--- config.mk ---
export PLATFORM = sky130hd
export DESIGN_NAME = load_store_unit_flat
export DESIGN_NICKNAME = d
export VERILOG_FILES = /design/src/rtl/load_store_unit_if.sv /design/src/rtl/load_store_unit.sv /design/src/flat_wrapper.sv
export SDC_FILE = /design/constraint.sdc
export NUM_CORES = 1
export LEC_CHECK = 0
export BUFFER_PORTS_ARGS = -buffer_cell sky130_fd_sc_hd__clkbuf_2
export CAP_MARGIN = 10
export CORE_UTILIZATION = 35
export DETAILED_ROUTE_END_ITERATION = 8
export PLACE_DENSITY = 0.64
export SLEW_MARGIN = 20
export SYNTH_ARGS = -nofsm -noshare
export SYNTH_HDL_FRONTEND = slang
export SYNTH_SLANG_ARGS = --single-unit
--- constraint.sdc ---
create_clock -name clk -period 3.4 [get_ports clk]
set_clock_uncertainty 0.2 [all_clocks]
set_input_delay 0 -clock clk [delete_from_list [all_inputs] [get_ports clk]]
set_output_delay 0 -clock clk [all_outputs]
set_load 0.005 [all_outputs]
--- src/rtl/load_store_unit_if.sv ---
// rtl/load_store_unit_if.sv - execute-stage request/response and memory bus bundle for the load/store unit.
interface load_store_unit_if;
    logic        req_valid;
    logic        req_ready;
    logic        req_we;
    logic [2:0]  req_funct3;
    logic [31:0] req_addr;
    logic [31:0] req_wdata;
    logic        resp_valid;
    logic [31:0] resp_data;
    logic        resp_fault;
    logic        mem_req;
    logic        mem_we;
    logic [31:0] mem_addr;
    logic [3:0]  mem_wstrb;
    logic [31:0] mem_wdata;
    logic        mem_gnt;
    logic        mem_rvalid;
    logic [31:0] mem_rdata;

    modport slave (
        input  req_valid, req_we, req_funct3, req_addr, req_wdata,
        input  mem_gnt, mem_rvalid, mem_rdata,
        output req_ready, resp_valid, resp_data, resp_fault,
        output mem_req, mem_we, mem_addr, mem_wstrb, mem_wdata
    );

    modport master (
        output req_valid, req_we, req_funct3, req_addr, req_wdata,
        output mem_gnt, mem_rvalid, mem_rdata,
        input  req_ready, resp_valid, resp_data, resp_fault,
        input  mem_req, mem_we, mem_addr, mem_wstrb, mem_wdata
    );
endinterface

--- src/rtl/load_store_unit.sv ---
// rtl/load_store_unit.sv - RV32I load/store unit, one op in flight, REQ/WAIT bus handshake with timeout.
// Define LSU_MISALIGN_TRAP_EN to fault misaligned H/W accesses instead of aligning them down.
module load_store_unit #(
    parameter int unsigned TIMEOUT_CYCLES = 255
) (
    input  logic             clk,
    input  logic             rst_n,
    load_store_unit_if.slave bus
);
    typedef enum logic [1:0] {IDLE, REQ, WAIT, RESP} state_e;

    localparam logic [31:0] TO_LAST = 32'(TIMEOUT_CYCLES) - 32'd1;

    state_e      state_q;
    logic        req_ready_q, mem_req_q, mem_we_q, resp_valid_q, resp_fault_q;
    logic [31:0] resp_data_q, mem_addr_q, mem_wdata_q, cnt_q;
    logic [3:0]  mem_wstrb_q;
    logic [2:0]  funct3_q;
    logic [1:0]  off_q;

    logic        size_b, size_h, size_w, reject_d, timed_out;
    logic [1:0]  off_d;
    logic [3:0]  wstrb_d;
    logic [31:0] wdata_d, load_d;
    logic [15:0] lane;

    always_comb begin
        size_b   = (bus.req_funct3[1:0] == 2'b00);
        size_h   = (bus.req_funct3[1:0] == 2'b01);
        size_w   = (bus.req_funct3[1:0] == 2'b10);
        reject_d = (bus.req_funct3 == 3'b011) || (bus.req_funct3[2:1] == 2'b11);
`ifdef LSU_MISALIGN_TRAP_EN
        reject_d = reject_d || (size_h && bus.req_addr[0])
                            || (size_w && (bus.req_addr[1:0] != 2'b00));
`endif
        // Offending low bits are dropped so the lane matches the natural alignment.
        off_d   = size_w ? 2'b00 : (size_h ? {bus.req_addr[1], 1'b0} : bus.req_addr[1:0]);
        wstrb_d = 4'b0000;
        wdata_d = 32'h0;
        if (bus.req_we) begin
            if (size_b) begin
                wstrb_d = 4'b0001 << off_d;
                wdata_d = {4{bus.req_wdata[7:0]}};
            end else if (size_h) begin
                wstrb_d = off_d[1] ? 4'b1100 : 4'b0011;
                wdata_d = {2{bus.req_wdata[15:0]}};
            end else begin
                wstrb_d = 4'b1111;
                wdata_d = bus.req_wdata;
            end
        end
    end

    always_comb begin
        lane = 16'(bus.mem_rdata >> {off_q, 3'b000});
        case (funct3_q)
            3'b000:  load_d = {{24{lane[7]}}, lane[7:0]};
            3'b100:  load_d = {24'h0, lane[7:0]};
            3'b001:  load_d = {{16{lane[15]}}, lane[15:0]};
            3'b101:  load_d = {16'h0, lane[15:0]};
            default: load_d = bus.mem_rdata;
        endcase
    end

    assign timed_out = (TIMEOUT_CYCLES != 0) && (cnt_q == TO_LAST);

    always_ff @(posedge clk or negedge rst_n) begin
        if (!rst_n) begin
            state_q      <= IDLE;
            req_ready_q  <= 1'b1;
            mem_req_q    <= 1'b0;
            mem_we_q     <= 1'b0;
            resp_valid_q <= 1'b0;
            resp_fault_q <= 1'b0;
            resp_data_q  <= 32'h0;
            mem_addr_q   <= 32'h0;
            mem_wstrb_q  <= 4'h0;
            mem_wdata_q  <= 32'h0;
            cnt_q        <= 32'h0;
            funct3_q     <= 3'b000;
            off_q        <= 2'b00;
        end else begin
            case (state_q)
                IDLE: begin
                    if (bus.req_valid) begin
                        req_ready_q <= 1'b0;
                        funct3_q    <= bus.req_funct3;
                        off_q       <= off_d;
                        cnt_q       <= 32'h0;
                        mem_we_q    <= bus.req_we;
                        mem_addr_q  <= {bus.req_addr[31:2], 2'b00};
                        mem_wstrb_q <= wstrb_d;
                        mem_wdata_q <= wdata_d;
                        if (reject_d) begin
                            state_q      <= RESP;
                            resp_valid_q <= 1'b1;
                            resp_fault_q <= 1'b1;
                            resp_data_q  <= 32'h0;
                        end else begin
                            state_q   <= REQ;
                            mem_req_q <= 1'b1;
                        end
                    end
                end
                REQ: begin
                    if (bus.mem_gnt) begin
                        mem_req_q <= 1'b0;
                        cnt_q     <= 32'h0;
                        if (mem_we_q) begin
                            state_q      <= RESP;
                            resp_valid_q <= 1'b1;
                            resp_fault_q <= 1'b0;
                            resp_data_q  <= 32'h0;
                        end else begin
                            state_q <= WAIT;
                        end
                    end else if (timed_out) begin
                        mem_req_q    <= 1'b0;
                        state_q      <= RESP;
                        resp_valid_q <= 1'b1;
                        resp_fault_q <= 1'b1;
                        resp_data_q  <= 32'h0;
                    end else begin
                        cnt_q <= cnt_q + 32'd1;
                    end
                end
                WAIT: begin
                    if (bus.mem_rvalid) begin
                        state_q      <= RESP;
                        resp_valid_q <= 1'b1;
                        resp_fault_q <= 1'b0;
                        resp_data_q  <= load_d;
                    end else if (timed_out) begin
                        state_q      <= RESP;
                        resp_valid_q <= 1'b1;
                        resp_fault_q <= 1'b1;
                        resp_data_q  <= 32'h0;
                    end else begin
                        cnt_q <= cnt_q + 32'd1;
                    end
                end
                default: begin
                    state_q      <= IDLE;
                    req_ready_q  <= 1'b1;
                    resp_valid_q <= 1'b0;
                    resp_fault_q <= 1'b0;
                    resp_data_q  <= 32'h0;
                    cnt_q        <= 32'h0;
                end
            endcase
        end
    end

    assign bus.req_ready  = req_ready_q;
    assign bus.resp_valid = resp_valid_q;
    assign bus.resp_data  = resp_data_q;
    assign bus.resp_fault = resp_fault_q;
    assign bus.mem_req    = mem_req_q;
    assign bus.mem_we     = mem_we_q;
    assign bus.mem_addr   = mem_addr_q;
    assign bus.mem_wstrb  = mem_wstrb_q;
    assign bus.mem_wdata  = mem_wdata_q;
endmodule
--- src/flat_wrapper.sv ---
// flat-port wrapper written by rule: the top's interface ports become plain ports
module load_store_unit_flat 
#(
    parameter int unsigned TIMEOUT_CYCLES = 255
)
  (clk, rst_n, bus_req_valid, bus_req_we, bus_req_funct3, bus_req_addr, bus_req_wdata, bus_mem_gnt, bus_mem_rvalid, bus_mem_rdata, bus_req_ready, bus_resp_valid, bus_resp_data, bus_resp_fault, bus_mem_req, bus_mem_we, bus_mem_addr, bus_mem_wstrb, bus_mem_wdata);
  load_store_unit_if bus_i ();
  input  logic clk;
  input  logic rst_n;
  input wire logic [$bits(bus_i.req_valid)-1:0] bus_req_valid;
  input wire logic [$bits(bus_i.req_we)-1:0] bus_req_we;
  input wire logic [$bits(bus_i.req_funct3)-1:0] bus_req_funct3;
  input wire logic [$bits(bus_i.req_addr)-1:0] bus_req_addr;
  input wire logic [$bits(bus_i.req_wdata)-1:0] bus_req_wdata;
  input wire logic [$bits(bus_i.mem_gnt)-1:0] bus_mem_gnt;
  input wire logic [$bits(bus_i.mem_rvalid)-1:0] bus_mem_rvalid;
  input wire logic [$bits(bus_i.mem_rdata)-1:0] bus_mem_rdata;
  output wire logic [$bits(bus_i.req_ready)-1:0] bus_req_ready;
  output wire logic [$bits(bus_i.resp_valid)-1:0] bus_resp_valid;
  output wire logic [$bits(bus_i.resp_data)-1:0] bus_resp_data;
  output wire logic [$bits(bus_i.resp_fault)-1:0] bus_resp_fault;
  output wire logic [$bits(bus_i.mem_req)-1:0] bus_mem_req;
  output wire logic [$bits(bus_i.mem_we)-1:0] bus_mem_we;
  output wire logic [$bits(bus_i.mem_addr)-1:0] bus_mem_addr;
  output wire logic [$bits(bus_i.mem_wstrb)-1:0] bus_mem_wstrb;
  output wire logic [$bits(bus_i.mem_wdata)-1:0] bus_mem_wdata;
  assign bus_i.req_valid = bus_req_valid;
  assign bus_i.req_we = bus_req_we;
  assign bus_i.req_funct3 = bus_req_funct3;
  assign bus_i.req_addr = bus_req_addr;
  assign bus_i.req_wdata = bus_req_wdata;
  assign bus_i.mem_gnt = bus_mem_gnt;
  assign bus_i.mem_rvalid = bus_mem_rvalid;
  assign bus_i.mem_rdata = bus_mem_rdata;
  assign bus_req_ready = bus_i.req_ready;
  assign bus_resp_valid = bus_i.resp_valid;
  assign bus_resp_data = bus_i.resp_data;
  assign bus_resp_fault = bus_i.resp_fault;
  assign bus_mem_req = bus_i.mem_req;
  assign bus_mem_we = bus_i.mem_we;
  assign bus_mem_addr = bus_i.mem_addr;
  assign bus_mem_wstrb = bus_i.mem_wstrb;
  assign bus_mem_wdata = bus_i.mem_wdata;
  load_store_unit #(.TIMEOUT_CYCLES(TIMEOUT_CYCLES)) u_core (.clk(clk), .rst_n(rst_n), .bus(bus_i));
endmodule
After elaboration in Yosys (flattened, before gate mapping)
Index checks and enable logic that the tools add are counted.
{"block": "op_classes", "n_addsub": 1, "n_mul": 0, "div_mod_pow": 0, "n_lt_le_gt_ge": 0, "n_eq_ne": 16, "shifts": 2, "n_mux": 48, "n_bitwise": 1, "n_reduce_logical": 11}
{"cell": "$mux 32", "count": 13}
{"cell": "$pmux 32 s3", "count": 2}
{"cell": "$pmux 32 s4", "count": 1}
{"cell": "$add 32x1->32 const B", "count": 1}
{"cell": "$eq 32x8->1 const B", "count": 1}
{"cell": "$shr 32x5->16", "count": 1}
{"cell": "$mux 1", "count": 17}
{"cell": "$mux 4", "count": 4}
{"cell": "$mux 2", "count": 6}
{"cell": "$eq 2x2->1 const B", "count": 3}
{"cell": "$eq 3x3->1 const B", "count": 2}
{"cell": "$ne 2x2->1 const B", "count": 3}
{"cell": "$ne 3x2->1 const B", "count": 2}
{"cell": "$pmux 1 s3", "count": 2}
{"cell": "$pmux 2 s3", "count": 1}
{"cell": "$reduce_and 2->1", "count": 3}
{"cell": "$eq 2x1->1 const B", "count": 2}
{"cell": "$logic_not 2->1", "count": 2}
{"cell": "$pmux 1 s2", "count": 2}
{"cell": "$reduce_and 4->1", "count": 1}
{"cell": "$shl 1x2->4 const A", "count": 1}
{"cell": "$eq 3x1->1 const B", "count": 1}
{"cell": "$eq 3x2->1 const B", "count": 1}
{"cell": "$logic_not 3->1", "count": 1}
{"cell": "6 further kinds", "count": 6}
{"block": "totals", "reg_bits": 142, "latchBits": 0, "mem_bits_rw": 0, "rom_bits": 0, "in_bits": 105, "out_inout_bits": 105, "elab_cells": 92, "mem_count": 0}

Depth between registers and ports, before layout
{"block": "depth", "word_depth": 7, "ltp_mapped": 9, "mapped_depth_nobuf": 7}

Worst setup path after synthesis
No wires, ideal clock.
{"block": "synth_timing", "path_kind": "register to register", "from": "register u_core.state_q[0]", "to": "register u_core.mem_addr_q[10] (netlist: u_core.bus.mem_addr[10])", "setup_ps": 125, "t_arrival_ps": 1973, "t_required_ps": 3075, "slack_ps": 1102, "path_stages_with_launch": 8, "path_buffers": 3, "period_less_slack_ps": 2298, "cell_sequence": "dfrtp_1 > inv_1 > ha_1 > clkbuf_1 > nand2_1 > clkbuf_1 > clkbuf_1 > mux2_2"}
{"block": "synth_between", "elab_chain_len": 2}
{"item": "start: declaration", "line": "load_store_unit.sv:14", "rtl": "state_e state_q;"}
{"item": "start signal: assignment", "line": "load_store_unit.sv:69", "rtl": "state_q <= IDLE;"}
{"item": "start signal: assignment", "line": "load_store_unit.sv:95", "rtl": "state_q <= RESP;"}
{"item": "start signal: assignment", "line": "load_store_unit.sv:100", "rtl": "state_q <= REQ;"}
{"item": "$logic_not 2->1", "line": "load_store_unit.sv:83", "rtl": "case (state_q)"}
{"item": "$reduce_and 2->1 (no line)"}
{"item": "end signal: assignment", "line": "load_store_unit.sv:91", "rtl": "mem_addr_q <= {bus.req_addr[31:2], 2'b00};"}
{"item": "end: declaration", "line": "load_store_unit.sv:16", "rtl": "logic [31:0] resp_data_q, mem_addr_q, mem_wdata_q, cnt_q;"}
Every way passes these cells.
A chain may end at the register's enable or synchronous reset.

Final worst setup path
{"block": "layout_timing", "from": "register u_core.cnt_q[0]", "to": "register u_core.state_q[0]"}
{"block": "layout_between", "elab_chain_len": 4, "word_cells_on_any_way": 5, "cone_classes": "eq/ne: 1; mux: 4"}
{"item": "start: declaration", "line": "load_store_unit.sv:16"}
{"item": "start signal: assignment", "line": "load_store_unit.sv:124", "rtl": "cnt_q <= cnt_q + 32'd1;"}
{"item": "start signal: assignment", "line": "load_store_unit.sv:139", "rtl": "cnt_q <= cnt_q + 32'd1;"}
{"item": "$eq 32x8->1 *", "line": "load_store_unit.sv:65", "rtl": "assign timed_out = (TIMEOUT_CYCLES != 0) && (cnt_q == TO_LAST);"}
{"item": "$mux 2 *"}
{"item": "$mux 2 (on tied branches)"}
{"item": "$pmux 2 s3 *"}
Every way passes the cells marked *; elsewhere a longest branch is shown, timed or not.

==> impl_summary.md <==
Synthesis
Yosys mapped a number of flops with a built-in enable equal to 0. In this run the mean area of a mapped cell was around 9.9 um2. In this run the cell area of the synthesized design comes to 7130 um2. The post-synthesis share of cell area spent on xor and xnor gates is 2.09%. By area the synthesized netlist is led by sky130_fd_sc_hd__dfrtp_1, sky130_fd_sc_hd__o21ai_0, sky130_fd_sc_hd__mux2_2, sky130_fd_sc_hd__mux2i_1, sky130_fd_sc_hd__nand2_1. After synthesis, the largest family of logic cells by area is simple AND/OR/NAND/NOR gates. The simple-gate portion of the synthesized area is around 17%. The cell taking the most area after synthesis is sky130_fd_sc_hd__dfrtp_1.

After synthesis the netlist holds a flip-flop and latch count of about 140. The part of the Yosys area used for sequential elements is between 40% and 50%. The total of warnings raised by yosys is 0. The synthesized netlist devotes 15.1% of its cell area to compound gates. The share of async-settable or async-resettable flops after synthesis is 100%. Summed over its instances, the top area cell type makes up between 40 and 50% of the synthesized netlist area.

The adder and majority cell fraction of the synthesized area is 1.23%. The number of cells produced by synthesis is slightly above 700. The post-synthesis cell type count is 70. The multiplexer share of the synthesized area is between 10% and 20%.

In the synthesized netlist the dominant register cell turns out to be sky130_fd_sc_hd__dfrtp_1.

Setup path
The critical path depth in cells is 10. The critical path's top delay family is buffers and inverters. The worst stage delay on the critical path is approximately 0.58 ns. The startpoint of the worst register-to-register path is u_core.cnt_q[0]. The worst register-to-register path ends at u_core.state_q[0]. The critical path ends at u_core.state_q[0]. Of all nets on the critical path, the largest fanout is 22.

The startpoint type of the worst setup path is a register. The classification of the worst setup path is register to register. The arrival time at the worst endpoint is 3.26 ns. The sum of buffers and inverters on the critical path is 4.

Data on the critical path is required at its endpoint by 3.56 ns. The setup slack of the most critical reg-to-reg path is 0.29 ns. Counting cells, the worst reg-to-reg path comes to 10. The signal on the critical path passes through inv_1, ha_1, nor4b_1, nand2_1, nor4_2, buf_4, o31ai_1, dlygate4sd3_1, o31ai_1, dlygate4sd3_1. The kind of end point of the critical path is a register. The largest individual stage delay along the critical path comes from the cell sky130_fd_sc_hd__dlygate4sd3_1. The launch point of the critical path is u_core.cnt_q[0].

Power
The leakage power summed over all cells is roughly 0.0048 uW. The total power per unit cell area is 709 nW/um2. Net switching is 36.0% of the power.

In this run the power spent charging and discharging nets is between 2000 and 3000 uW. Combinational logic is responsible for 35.8% of the overall power. The clock group share of total power is between 20% and 30%. The worst-case IR drop observed on VDD is 0.380 mV.

Sequential cells account for a little over a third of the total power. The internal power consumption is 4680 uW.

Timing
The worst hold slack across all endpoints is 0.0311 ns. The worst slew slack as a fraction of its limit is 25.8%. The number of hold violations in the final report came to 0.

The number of slew-limit violations in the final report was 0. Setup violations remaining at the end of the flow were counted as 0. The fraction of the cycle the final worst path needs is 91.3%. Setup repair after global routing left no endpoint under its margin. The highest clock rate is 0.322 GHz. The post-layout minimum cycle time is a little over 3 ns. For the pin with the worst max-slew slack, the measured transition is 1.11 ns.

The setup TNS after final layout is 0 ns. The setup slack after layout is 0.294 ns.

Clock tree
The clock root buffer is sky130_fd_sc_hd__clkbuf_16. The TritonCTS clock tree is yes. After clock tree synthesis, the clock-pin slew on the worst setup and hold paths is 0.06 ns. The number of buffers inserted to repair setup after CTS is 0. Buffers inserted during clock tree synthesis total 17. Clock latency on the worst-skew pair, taken at its later pin, is about 0.42 ns. The number of H-tree branching levels is 4.

CTS saw ~140 sinks. The deepest clock path buffer count is 2.

Global route
The overall routing resource usage is 21.1%. In this run the most used layer during global routing was met2. The met1 track demand over resource in global routing is 26.9%. For met3 alone, demand over resource in global routing was approximately 6.4%.

The first global-routing pass estimated 33,900 um of wire. The number of antenna violations at the first check in global routing is 0. Entering global routing, the biggest net connects 60 pins. The total global routing overflow is 0.

The number of global-route vias before repair is 6,633. Global routing consumed, on the met2 layer, 33.7% of the routing resources.

Route
The post-route antenna net violation count is 0. The routed length per instance is 16.3 um. Before antenna repair, the detailed router went through 6 iterations.

Wires add up to 21,400 um. The number of violations reported at the end of detailed-routing iteration 0 is roughly 420. In the routed design, unresolved DRC markers number 0.

The number of vias per cell after detailed routing is 5.09. Summing over every cut layer, the via total after detailed routing is between 6,000 and 7,000.

Die
The placeable core region is 19,700 um2. The initial utilization of the core area, before any placement, comes to 36.2%. The floorplan step set the die width to 145 um. The y dimension of the die is between 100 and 150 um. The die covers about 21,000 um2. The cell row count is 51.

210 I/O pins were placed.

Min path
The worst hold path cell count is 4. In this run the worst hold path is classified as input pin to register.

Place
The weighted congestion at the end of routability-driven global placement is 0.859. Once detailed placement completed, the half-perimeter wirelength came to 13,700 um. The pre-CTS setup slack is 0.571 ns. The number of I/O port buffers is a little over 200.

Final layout
Leaving out fill and tap cells, the most frequent cells in the layout are sky130_fd_sc_hd__clkbuf_2, sky130_fd_sc_hd__dfrtp_1, sky130_fd_sc_hd__dlygate4sd3_1, sky130_fd_sc_hd__nand2_1, sky130_fd_sc_hd__o21ai_0. The number of antenna repair diodes is 0. Compared with the post-synthesis result, the final layout area differs by 44.5%.

The commonest non-fill, non-tap cell in the layout is sky130_fd_sc_hd__clkbuf_2. The final core utilization is between 50% and 60%. The layout filler cell count is approximately 1,700.

The fraction of final layout cells sized beyond drive strength 1 is 29.2%. The layout net count is 1,149.

Outcome
The flow ran to the end, and the final reports show no timing, DRC or antenna violations.

Job
The number of max-cap violations is 0.
-- layer usage --
layer,vias to the layer above,part of all wire (%)
met1,3205,45
met4,0,1.6
met3,30,6.7
met2,262,47
li1,3202,-
met5,-,0
-- power groups by stage --
stage	registers [uW]	logic (uW)	clock network [uW]
3_3_place_gp	2650	2400	0
2_1_floorplan	2580	1460	0
4_1_cts	2640	2600	2080
3_5_place_dp	2650	2440	0
6_report	2660	2620	2030
5_1_grt	2730	2920	2140
-- what timing repair did --
item,4_1_cts,5_1_grt
endpoints found under the hold margin,190,0
endpoints found under the setup margin,0,1
resized for setup,0,1
hold buffers,128,0
-- worst register-to-register path: cells and delay by family (launching register included) --
kind | cells | cell delay, ns
AO/OA/AOI/OAI | 2 | 0.18
adder cells (fa/ha/maj) | 1 | 0.18
buffers and inverters | 4 | 1.49
flip-flops | 1 | 0.40
AND/OR/NAND/NOR | 3 | 0.59
-- stage by stage --
step / area (um2) / total power [uW] / std cells
after floorplan: 7130 / 4040 / 720
after global placement: 8380 / 5050 / 1155
after detailed placement: 8380 / 5090 / 1155
after CTS: 10300 / 7320 / 1315
after global routing: 10300 / 7800 / 1315
final: 10300 / 7310 / 1315
-- Yosys cell counts, drive strengths merged (17+ instances only) --
cell / number
nor4: 23
nand3: 17
mux2: 32
o21ai: 77
a21oi: 33
nand2: 84
clkbuf: 35
mux2i: 34
o2bb2ai: 24
dfrtp: 141
inv: 19
nor2: 66
-- cells by family after synthesis --
| family | after synthesis |
|---|---|
| adders and majority gates | 7 |
| AOI/OAI and AO/OA | 173 |
| and+or+nand+nor | 244 |
| buffers and inverters | 68 |
| muxes | 67 |
| DFF | 142 |
| xor gates and xnor gates | 17 |
| other | 1 |
-- worst min-delay path by stage --
stage	to	slack (ns)	start
2_1_floorplan	u_core.bus.mem_addr[10]	-0.50	rst_n
3_3_place_gp	u_core.bus.mem_addr[10]	-0.11	rst_n
3_5_place_dp	u_core.bus.mem_addr[17]	-0.12	rst_n
4_1_cts	u_core.bus.mem_we	0.003	bus_req_we
5_1_grt	u_core.bus.mem_we	0.08	bus_req_we
6_report	u_core.bus.mem_we	0.03	bus_req_we
-- cell type report --
type / count / area [um2] / share of cell area (%)
timing repair buffer: 346 / 2420 / 23.5
sequential: 142 / 3550 / 34.5
clock inverter: 11 / 179 / 1.74
clock buffer: 21 / 450 / 4.37
tap: 265 / 332 / 3.22
inverter: 20 / 75.1 / 0.729
multi-input combinational: 510 / 3290 / 32.0
-- flip-flops by register name, summed over array words and instances (netlist names) --
signal / flops
u_core.bus.mem_wdata: 32
u_core.bus.mem_addr: 30
u_core.bus.req_ready: 1
u_core.bus.mem_wstrb: 4
u_core.cnt_q: 32
u_core.bus.mem_req: 1
u_core.funct3_q: 3
u_core.bus.resp_data: 32
u_core.bus.resp_valid: 1
u_core.bus.mem_we: 1
u_core.bus.resp_fault: 1
u_core.state_q: 2
u_core.off_q: 2
(Power assumes the default switching activity.)
